**src/rtl/siphash_ctrl_if.sv**
```systemverilog
// Bus between the SipHash sequencer, its upstream/downstream and the external round stage.
interface siphash_ctrl_if;
  logic         start;
  logic [127:0] key;
  logic         busy;
  logic         msg_valid;
  logic         msg_ready;
  logic [63:0]  msg_data;
  logic         msg_last;
  logic         hash_valid;
  logic         hash_ready;
  logic [63:0]  hash;
  logic [63:0]  rnd_iv0, rnd_iv1, rnd_iv2, rnd_iv3;
  logic [63:0]  rnd_ov0, rnd_ov1, rnd_ov2, rnd_ov3;

  // Sequencer side
  modport slave (
    input  start, key, msg_valid, msg_data, msg_last, hash_ready,
           rnd_ov0, rnd_ov1, rnd_ov2, rnd_ov3,
    output busy, msg_ready, hash_valid, hash,
           rnd_iv0, rnd_iv1, rnd_iv2, rnd_iv3
  );

  // Environment side: message source, tag sink and round stage
  modport master (
    output start, key, msg_valid, msg_data, msg_last, hash_ready,
           rnd_ov0, rnd_ov1, rnd_ov2, rnd_ov3,
    input  busy, msg_ready, hash_valid, hash,
           rnd_iv0, rnd_iv1, rnd_iv2, rnd_iv3
  );
endinterface

```
**src/rtl/siphash_ctrl.sv**
```systemverilog
// SipHash-c-d sequencer driving one external registered round stage.
// Round inputs are issued combinationally; the stage result returns one
// cycle later and is fed straight back, so chained rounds cost a cycle each.
module siphash_ctrl #(
  parameter int C_ROUNDS = 2,
  parameter int D_ROUNDS = 4
) (
  input  logic           clk,
  input  logic           rst,
  siphash_ctrl_if.slave  bus
);

  localparam int MAX_R = (C_ROUNDS > D_ROUNDS) ? C_ROUNDS : D_ROUNDS;
  localparam int CNT_W = $clog2(MAX_R + 1);
  localparam logic [CNT_W-1:0] C_LIM = CNT_W'(C_ROUNDS);
  localparam logic [CNT_W-1:0] D_LIM = CNT_W'(D_ROUNDS);
  localparam logic [CNT_W-1:0] ONE   = CNT_W'(1);

  typedef enum logic [2:0] {S_IDLE, S_ABSORB, S_CROUND, S_DROUND, S_DONE} state_t;

  state_t           state_q, state_d;
  logic [CNT_W-1:0] cnt_q, cnt_d;
  logic [63:0]      v0_q, v1_q, v2_q, v3_q;
  logic [63:0]      v0_d, v1_d, v2_d, v3_d;
  logic [63:0]      m_q, m_d;
  logic             last_q, last_d;
  logic [63:0]      hash_q, hash_d;

  wire [63:0] k0 = bus.key[63:0];
  wire [63:0] k1 = bus.key[127:64];

  // State and datapath registers; reset aborts any hash in flight
  always_ff @(posedge clk or posedge rst) begin
    if (rst) begin
      state_q <= S_IDLE;
      cnt_q   <= '0;
      v0_q    <= '0;
      v1_q    <= '0;
      v2_q    <= '0;
      v3_q    <= '0;
      m_q     <= '0;
      last_q  <= 1'b0;
      hash_q  <= '0;
    end else begin
      state_q <= state_d;
      cnt_q   <= cnt_d;
      v0_q    <= v0_d;
      v1_q    <= v1_d;
      v2_q    <= v2_d;
      v3_q    <= v3_d;
      m_q     <= m_d;
      last_q  <= last_d;
      hash_q  <= hash_d;
    end
  end

  // Next-state, round-stage feed and state updates
  always_comb begin
    state_d     = state_q;
    cnt_d       = cnt_q;
    v0_d        = v0_q;
    v1_d        = v1_q;
    v2_d        = v2_q;
    v3_d        = v3_q;
    m_d         = m_q;
    last_d      = last_q;
    hash_d      = hash_q;
    bus.rnd_iv0 = '0;
    bus.rnd_iv1 = '0;
    bus.rnd_iv2 = '0;
    bus.rnd_iv3 = '0;
    unique case (state_q)
      S_IDLE: begin
        if (bus.start) begin
          v0_d    = k0 ^ 64'h736f6d6570736575;
          v1_d    = k1 ^ 64'h646f72616e646f6d;
          v2_d    = k0 ^ 64'h6c7967656e657261;
          v3_d    = k1 ^ 64'h7465646279746573;
          state_d = S_ABSORB;
        end
      end
      S_ABSORB: begin
        // First compression round is issued on the accepting edge
        bus.rnd_iv0 = v0_q;
        bus.rnd_iv1 = v1_q;
        bus.rnd_iv2 = v2_q;
        bus.rnd_iv3 = v3_q ^ bus.msg_data;
        if (bus.msg_valid) begin
          m_d     = bus.msg_data;
          last_d  = bus.msg_last;
          cnt_d   = ONE;
          state_d = S_CROUND;
        end
      end
      S_CROUND: begin
        if (cnt_q < C_LIM) begin
          bus.rnd_iv0 = bus.rnd_ov0;
          bus.rnd_iv1 = bus.rnd_ov1;
          bus.rnd_iv2 = bus.rnd_ov2;
          bus.rnd_iv3 = bus.rnd_ov3;
          cnt_d       = cnt_q + ONE;
        end else if (!last_q) begin
          v0_d    = bus.rnd_ov0 ^ m_q;
          v1_d    = bus.rnd_ov1;
          v2_d    = bus.rnd_ov2;
          v3_d    = bus.rnd_ov3;
          state_d = S_ABSORB;
        end else begin
          // Fold the last word and the finalisation constant, issue round 1 of d
          bus.rnd_iv0 = bus.rnd_ov0 ^ m_q;
          bus.rnd_iv1 = bus.rnd_ov1;
          bus.rnd_iv2 = bus.rnd_ov2 ^ 64'hff;
          bus.rnd_iv3 = bus.rnd_ov3;
          cnt_d       = ONE;
          state_d     = S_DROUND;
        end
      end
      S_DROUND: begin
        if (cnt_q < D_LIM) begin
          bus.rnd_iv0 = bus.rnd_ov0;
          bus.rnd_iv1 = bus.rnd_ov1;
          bus.rnd_iv2 = bus.rnd_ov2;
          bus.rnd_iv3 = bus.rnd_ov3;
          cnt_d       = cnt_q + ONE;
        end else begin
          hash_d  = bus.rnd_ov0 ^ bus.rnd_ov1 ^ bus.rnd_ov2 ^ bus.rnd_ov3;
          state_d = S_DONE;
        end
      end
      S_DONE: begin
        if (bus.hash_ready) state_d = S_IDLE;
      end
      default: state_d = S_IDLE;
    endcase
  end

  assign bus.busy       = (state_q != S_IDLE);
  assign bus.msg_ready  = (state_q == S_ABSORB);
  assign bus.hash_valid = (state_q == S_DONE);
  assign bus.hash       = hash_q;

endmodule
```
**src/flat_wrapper.sv**
```systemverilog
// flat-port wrapper written by rule: the top's interface ports become plain ports
module siphash_ctrl_flat 
#(
  parameter int C_ROUNDS = 2,
  parameter int D_ROUNDS = 4
)
  (clk, rst, bus_start, bus_key, bus_msg_valid, bus_msg_data, bus_msg_last, bus_hash_ready, bus_rnd_ov0, bus_rnd_ov1, bus_rnd_ov2, bus_rnd_ov3, bus_busy, bus_msg_ready, bus_hash_valid, bus_hash, bus_rnd_iv0, bus_rnd_iv1, bus_rnd_iv2, bus_rnd_iv3);
  siphash_ctrl_if bus_i ();
  input  logic clk;
  input  logic rst;
  input wire logic [$bits(bus_i.start)-1:0] bus_start;
  input wire logic [$bits(bus_i.key)-1:0] bus_key;
  input wire logic [$bits(bus_i.msg_valid)-1:0] bus_msg_valid;
  input wire logic [$bits(bus_i.msg_data)-1:0] bus_msg_data;
  input wire logic [$bits(bus_i.msg_last)-1:0] bus_msg_last;
  input wire logic [$bits(bus_i.hash_ready)-1:0] bus_hash_ready;
  input wire logic [$bits(bus_i.rnd_ov0)-1:0] bus_rnd_ov0;
  input wire logic [$bits(bus_i.rnd_ov1)-1:0] bus_rnd_ov1;
  input wire logic [$bits(bus_i.rnd_ov2)-1:0] bus_rnd_ov2;
  input wire logic [$bits(bus_i.rnd_ov3)-1:0] bus_rnd_ov3;
  output wire logic [$bits(bus_i.busy)-1:0] bus_busy;
  output wire logic [$bits(bus_i.msg_ready)-1:0] bus_msg_ready;
  output wire logic [$bits(bus_i.hash_valid)-1:0] bus_hash_valid;
  output wire logic [$bits(bus_i.hash)-1:0] bus_hash;
  output wire logic [$bits(bus_i.rnd_iv0)-1:0] bus_rnd_iv0;
  output wire logic [$bits(bus_i.rnd_iv1)-1:0] bus_rnd_iv1;
  output wire logic [$bits(bus_i.rnd_iv2)-1:0] bus_rnd_iv2;
  output wire logic [$bits(bus_i.rnd_iv3)-1:0] bus_rnd_iv3;
  assign bus_i.start = bus_start;
  assign bus_i.key = bus_key;
  assign bus_i.msg_valid = bus_msg_valid;
  assign bus_i.msg_data = bus_msg_data;
  assign bus_i.msg_last = bus_msg_last;
  assign bus_i.hash_ready = bus_hash_ready;
  assign bus_i.rnd_ov0 = bus_rnd_ov0;
  assign bus_i.rnd_ov1 = bus_rnd_ov1;
  assign bus_i.rnd_ov2 = bus_rnd_ov2;
  assign bus_i.rnd_ov3 = bus_rnd_ov3;
  assign bus_busy = bus_i.busy;
  assign bus_msg_ready = bus_i.msg_ready;
  assign bus_hash_valid = bus_i.hash_valid;
  assign bus_hash = bus_i.hash;
  assign bus_rnd_iv0 = bus_i.rnd_iv0;
  assign bus_rnd_iv1 = bus_i.rnd_iv1;
  assign bus_rnd_iv2 = bus_i.rnd_iv2;
  assign bus_rnd_iv3 = bus_i.rnd_iv3;
  siphash_ctrl #(.C_ROUNDS(C_ROUNDS), .D_ROUNDS(D_ROUNDS)) u_core (.clk(clk), .rst(rst), .bus(bus_i));
endmodule
```
**config.mk**
```make
export PLATFORM = sky130hd
export DESIGN_NAME = siphash_ctrl_flat
export DESIGN_NICKNAME = d
export VERILOG_FILES = /design/src/rtl/siphash_ctrl_if.sv /design/src/rtl/siphash_ctrl.sv /design/src/flat_wrapper.sv
export SDC_FILE = /design/constraint.sdc
export NUM_CORES = 1
export LEC_CHECK = 0
export ABC_CLOCK_PERIOD_IN_PS = 18250
export CORE_AREA = 10 10 297 299
export CTS_BUF_LIST = sky130_fd_sc_hd__clkbuf_4 sky130_fd_sc_hd__clkbuf_8
export DETAILED_ROUTE_END_ITERATION = 10
export DIE_AREA = 0 0 307 309
export GPL_TIMING_DRIVEN = 0
export PLACE_DENSITY_LB_ADDON = 0.25
export SYNTH_ARGS = -nofsm -noshare
export SYNTH_HDL_FRONTEND = slang
export SYNTH_SLANG_ARGS = --single-unit
```
**constraint.sdc**
```tcl
create_clock -name clk -period 18.25 [get_ports clk]
set_clock_uncertainty 0.2 [all_clocks]
set_input_delay 5.475 -clock clk [delete_from_list [all_inputs] [get_ports clk]]
set_output_delay 5.475 -clock clk [all_outputs]
set_load 0.1 [all_outputs]
```
==> results.toml, run 1 <==
[sta]
timing.final.crit_share_pct = 74.7
slew_headroom_pct = -0.789
worstMarginPinSlew_ns = 1.51
slew_viol_final = 11
setup_violations = 0
fin_ws_ns = 4.62
rsz0062_at_grt = "no"
whs_ns = 0.267
fmax_ghz = 0.0734
hold_viol_final = 0
layout_min_cycle_time_ns = 13.63

[setup_path]
arrival_ns = 7.96
slowest_stage = "clkdlybuf4s50_1"
crit_type = "primary input to primary output"
end_kind = "primary output"
cp-start-kind = "primary input"
critPathMostFrequentCell = "clkdlybuf4s50_1"
crit_fanout = 5
cp_slowest_stage_delay_ns = 1.31
path_cells = "clkdlybuf4s50_1, a31oi_1, o32ai_1, clkdlybuf4s50_1"
crit_required_ns = 12.57

[finish]
ff_latch_area_um2 = 9780
final_area_um2 = 33800
multi_input_area_um2 = 12300
post-route-util_pct = 41.3
fillers = 8272
areaGrowthSynthToFinish_pct = 47.0
drive_gt1_share_pct = 8.70
fin_nets = 3786

[global_routing]
gr-usage-all-layers_pct = 29.1
grt_overflow_total = 0
antenna_found_initial = 10
grt_pass1_vias = 24400
grt_pass1_wl_um = 195000
grt_max_degree = 114

[floorplan]
initial_core_util_pct = 28.1
num_rows = 105
die_w_um = 307
dieArea_um2 = 94900
core_um2 = 81800
io_pins = 777
die-height_um = 309

[logic_synthesis]
synthCells = 2468
seq_area_frac_synth_pct = 42.5
ys_warn_count = 0
ys_ff_latch = 391
synth_area_um2 = 23000
yosysUniqueCellTypes = 43
mappedNetlistNets = 2923
syn_area_per_cell_um2 = 9.32

[routing]
wl_per_cell_um = 32.4
post-route-drc-count = 0
vias_per_cell = 5.41
vias = 24100
drtIter0Drc = 2061
ant_nets = 0
first_pass_iters = 5
totalWireLength_um = 145000

[cts]
hold_buffers = 0
cts_tree = "built"
numClockSinks = 391
htree_levels = 3
clk_latency_ns = 0.68
path_clk_slew_ns = 0.05
cts.repair.resized = 0
cts_root_buffer = "clkbuf_8"
clock_path_buffers = 3
post_cts_buffers = 0
cts_buffers = 80

[placement]
port_buffers = 776
hpwl_um = 109000
post-place-ws_ns = 4.58
placed_area_um2 = 32200
place.gp.congestion = 0.883

[job]
max_cap_violations = 1

[run_status]
status = "complete, but fails checks"
violations = "capacitance limit, slew limit"

[min_path]
hold_path_class = "flop to flop"
## state kept, by name, indices dropped and copies added, names as in the netlist
register and cells:
u_core.bus.hash 64, u_core.m_q 64, u_core.v0_q 64, u_core.v1_q 64, u_core.v2_q 64, u_core.v3_q 64
u_core.cnt_q 3, u_core.state_q 3, u_core.last_q 1
## kinds of logic (layout without fill, tap and decap cells)
| family | count (synthesis) | in the layout | synth area share [%] |
|---|---|---|---|
| AO/OA/AOI/OAI | 727 | 727 | 22.4 |
| XOR/XNOR | 320 | 320 | 12.2 |
| adder cells (fa/ha/maj) | 1 | 1 | 0.0544 |
| buffers and inverters | 203 | 1116 | 4.09 |
| flip-flops | 391 | 391 | 42.5 |
| multiplexers | 157 | 157 | 7.19 |
| other | 0 | 7 | 0 |
| AND/OR/NAND/NOR | 669 | 669 | 11.5 |
## layout make-up
cell class | count | area share [%]
repair buffers | 781 | 23.3
clock inverters | 9 | 0.215
multi-input cells | 1874 | 36.3
plain buffers | 196 | 2.73
inverters | 7 | 0.0999
diodes | 7 | 0.0518
clock buffers | 123 | 4.40
well taps | 1070 | 3.96
flip-flops and latches | 391 | 28.9
## through the flow
stage / cells / setup TNS [ns]
after floorplan: 2468 / 0
after global placement: 4314 / -1920.78
after detailed placement: 4319 / 0
after CTS: 4451 / 0
after global routing: 4455 / 0
final: 4458 / 0
## final timing paths
kind	end	slack, ns	cells past startpoint	start
worst max-delay path	bus_rnd_iv2[7]	4.62	4	bus_rnd_ov2[7]
worst min-delay path	u_core.v2_q[59]	0.27	2	u_core.v2_q[59]
worst max register to register	u_core.state_q[2]	14.69	6	u_core.state_q[2]
worst min register to register	u_core.v2_q[59]	0.27	2	u_core.v2_q[59]
max in group asynchronous	u_core.v3_q[6]	11.14	4	rst
min in group asynchronous	u_core.bus.hash[41]	5.10	2	rst
## layer usage
metal  wire length [um]  share of wire (%)  vias to the layer above  track usage [%]
met2              70200                 49                     1266             49.7
met3              11000                7.6                      279             6.68
met4               5940                4.1                        6             11.9
met5                 40              0.028                        -                0
met1              57400                 40                    12100             35.0
li1                   -                  -                    10500                -
## synth_stat cells
cell type,number,area (um^2)
nand2_1,522,1960
dfrtp_1,391,9780
o21ai_0,257,1290
xnor2_1,219,1920
a22o_1,185,1620
clkbuf_1,107,402
nor2_1,105,394
o211ai_1,104,781
xor2_1,101,885
mux2i_1,91,911
a21oi_1,68,340
mux2_2,66,743
buf_2,58,290
a221oi_1,38,333
o2111a_1,38,428
nor3b_1,24,180
a221o_1,23,230
buf_4,14,105
buf_1,10,37.5
a22oi_1,7,52.6
buf_6,7,78.8
inv_1,7,26.3
nor4_1,3,18.8
nor2b_1,2,12.5
nor3_1,2,10.0
or3_1,2,12.5
a31oi_1,1,6.26
and3_1,1,6.26
ha_1,1,12.5
nand2b_1,1,6.26
nand3_1,1,5.00
nand3b_1,1,7.51
nand4b_1,1,8.76
nor2_2,1,6.26
nor3_2,1,10.0
nor4bb_1,1,10.0
o211a_1,1,10.0
o21a_1,1,7.51
o32a_1,1,10.0
o32ai_1,1,8.76
o32ai_4,1,27.5
o41ai_1,1,8.76
or3b_1,1,8.76
## critical path: cells and delay by family
kind	cells	cell delay [ns]
buffers and inverters	2	2.06
AOI/OAI and AO/OA	2	0.40
## layout by cell type, fill, tap and decap left out, types with 2 or more instances in the layout
cell and count:
buf_2 58, or3_1 2, clkbuf_8 90, mux2_2 66
buf_8 2, clkinv_2 3, mux2i_1 91, a22oi_1 7
a21oi_1 68, nand2_1 522, o211ai_1 104, o2111a_1 38
buf_1 10, inv_1 6, nor3b_1 24, clkbuf_1 99
o21ai_0 257, buf_6 7, a221o_1 23, dfrtp_1 391
a221oi_1 38, xor2_1 101, clkdlybuf4s50_1 776, buf_16 3
nor2_1 105, nor2b_1 2, nor4_1 3, a22o_1 185
nor3_1 2, buf_4 14, clkinvlp_4 2, xnor2_1 219
clkbuf_4 33, inv_6 3, clkbuf_2 8, diode_2 7
Power of run 1 is not shown: default switching activity piles up to over one toggle a cycle in this logic, so the estimate is an artifact.
==> inputs of run 2 (changes only) <==
--- a/config.mk
+++ b/config.mk
@@ -5,7 +5,7 @@
 export SDC_FILE = /design/constraint.sdc
 export NUM_CORES = 1
 export LEC_CHECK = 0
-export ABC_CLOCK_PERIOD_IN_PS = 18250
+export ABC_CLOCK_PERIOD_IN_PS = 12360
 export CORE_AREA = 10 10 297 299
 export CTS_BUF_LIST = sky130_fd_sc_hd__clkbuf_4 sky130_fd_sc_hd__clkbuf_8
 export DETAILED_ROUTE_END_ITERATION = 10
==> constraint.sdc (replaced) <==
create_clock -name clk -period 12.36 [get_ports clk]
set_clock_uncertainty 0.2 [all_clocks]
set_input_delay 3.708 -clock clk [delete_from_list [all_inputs] [get_ports clk]]
set_output_delay 3.708 -clock clk [all_outputs]
set_load 0.1 [all_outputs]
==> run 2 against run 1 <==
  * The flow still finishes with violations (capacitance limit, slew limit)
  * Non-clock buffer count increased by 8
  * Die area unchanged
  * Count of clock-buffer cells in the layout increased by 6
  * Critical path depth unchanged
  * Sequential share of layout area decreased by 0.32 points
  * Flip-flop and latch count unchanged
  * First-iteration DRC count decreased by 6.6%
  * Critical path type unchanged
  * Core utilization increased by 0.46 points
  * Via count increased by 0.53%
==> results.toml, run 2 (synthesized netlist as in run 1, its figures left out) <==
[sta]
slew_viol_final = 15
timing.final.crit_share_pct = 82.2
fin_ws_ns = 2.20
fmax_ghz = 0.0984
layout_min_cycle_time_ns = 10.16
fin_setup_tns_ns = 0
hold_viol_final = 0
worstMarginPinSlew_ns = 1.54
whs_ns = 0.268
rsz0062_at_grt = "no"
slew_headroom_pct = -2.48
setup_violations = 0

[finish]
areaGrowthSynthToFinish_pct = 48.6
fillers = 8277
final_cell_mix = "clkdlybuf4s50_1 (776), nand2_1 (522), dfrtp_1 (391)"
fin_nets = 3797
drive_gt1_share_pct = 9.12
final_common_cell = "clkdlybuf4s50_1"
post-route-util_pct = 41.8

[floorplan]
dieArea_um2 = 94900
num_rows = 105
initial_core_util_pct = 28.1
io_pins = 777
die_w_um = 307
core_um2 = 81800
die-height_um = 309

[cts]
cts_tree = "built"
cts.repair.resized = 0
post_cts_buffers = 0
cts_buffers = 83
clock_path_buffers = 3
numClockSinks = 391
hold_buffers = 0
htree_levels = 3
cts_root_buffer = "clkbuf_8"
clk_latency_ns = 0.70
path_clk_slew_ns = 0.06

[routing]
ant_nets = 0
wl_per_cell_um = 32.3
post-route-drc-count = 0
totalWireLength_um = 144000
first_pass_iters = 5
vias = 24300
vias_per_cell = 5.42
drtIter0Drc = 1925

[min_path]
hold_path_class = "flop to flop"
hold_depth = 2

[run_status]
violations = "capacitance limit, slew limit"
status = "complete, but fails checks"

[job]
max_cap_violations = 3

[placement]
place.gp.congestion = 0.886
port_buffers = 776
post-place-ws_ns = 2.16
hpwl_um = 109000

[global_routing]
grt_max_degree = 38
gr-usage-all-layers_pct = 29.1
grt_pass1_wl_um = 196000
grt_overflow_total = 0
grt_pass1_vias = 24400
antenna_found_initial = 12

[setup_path]
r2r_cells = 8
crit_fanout = 5
crit_required_ns = 8.45
crit_type = "primary input to primary output"
cp-start-kind = "primary input"
arrival_ns = 6.25
end_kind = "primary output"
## run 2: cell types whose count changed in the layout (fill, tap and decap cells not counted)
cell | previous run | this run
buf_12 | 0 | 12
buf_16 | 3 | 0
buf_8 | 2 | 1
bufinv_16 | 0 | 3
clkbuf_1 | 99 | 101
clkbuf_2 | 8 | 6
clkbuf_4 | 33 | 25
clkbuf_8 | 90 | 104
clkinv_2 | 3 | 4
inv_6 | 3 | 1
inv_8 | 1 | 3
## run 2: stage by stage
| stage | area (um^2) | cells |
|---|---|---|
| after floorplan | 23000 | 2468 |
| after global placement | 32100 | 4314 |
| after detailed placement | 32400 | 4327 |
| after CTS | 34200 | 4469 |
| after global routing | 34200 | 4474 |
| final | 34200 | 4476 |
## run 2: final timing paths
check,endpoint,start,slack (ns)
max reg2reg,u_core.v3_q[37],u_core.state_q[2],8.72
min in group asynchronous,u_core.v1_q[40],rst,3.17
max,bus_rnd_iv2[7],bus_rnd_ov2[7],2.20
min reg2reg,u_core.v1_q[27],u_core.v1_q[27],0.27
max in group asynchronous,u_core.bus.hash[9],rst,6.92
min,u_core.v1_q[27],u_core.v1_q[27],0.27
## run 2: worst max-delay path, stage by stage
cell	delay [ns]
clkdlybuf4s50_1	0.78
a31oi_1	0.15
o32ai_1	0.28
clkdlybuf4s50_1	1.31
## run 2: area by class of cell
class / instances / area [um^2] / area share (%)
Antenna cell: 7 / 17.5 / 0.0512
Buffer: 196 / 921 / 2.69
Clock buffer: 129 / 1620 / 4.74
Clock inverter: 13 / 176 / 0.516
Inverter: 7 / 30.0 / 0.0878
Multi-Input combinational cell: 1874 / 12300 / 35.9
Sequential cell: 391 / 9780 / 28.6
Tap cell: 1070 / 1340 / 3.92
Timing Repair Buffer: 789 / 8020 / 23.5
## run 2: metal layers
metal	share of wire, %	global-route usage, %
met5	0.044	0
met4	3.9	10.9
met3	7.7	7.34
met2	49	50.4
met1	39	34.3
Power of run 2 is left out for the same reason.
==> inputs of run 3 (changes only) <==
--- a/config.mk
+++ b/config.mk
@@ -5,7 +5,7 @@
 export SDC_FILE = /design/constraint.sdc
 export NUM_CORES = 1
 export LEC_CHECK = 0
-export ABC_CLOCK_PERIOD_IN_PS = 12360
+export ABC_CLOCK_PERIOD_IN_PS = 8250
 export CORE_AREA = 10 10 297 299
 export CTS_BUF_LIST = sky130_fd_sc_hd__clkbuf_4 sky130_fd_sc_hd__clkbuf_8
 export DETAILED_ROUTE_END_ITERATION = 10
==> constraint.sdc (replaced) <==
create_clock -name clk -period 8.25 [get_ports clk]
set_clock_uncertainty 0.2 [all_clocks]
set_input_delay 2.475 -clock clk [delete_from_list [all_inputs] [get_ports clk]]
set_output_delay 2.475 -clock clk [all_outputs]
set_load 0.1 [all_outputs]
==> results of run 3 <==
The final DEF is identical to that of run 2. Status: complete, but fails checks: capacitance limit, slew limit.
Main changes from that run: setup slack after placement 2.16 ns -> 0.516 ns; setup slack after layout 2.20 ns -> 0.312 ns; start point of the critical path bus_rnd_ov2[7] -> u_core.state_q[1]; end point of the critical path bus_rnd_iv2[7] -> bus_rnd_iv0[35]; register-to-register setup slack 8.72 ns -> 4.61 ns
Power of run 3 is left out for the same reason.
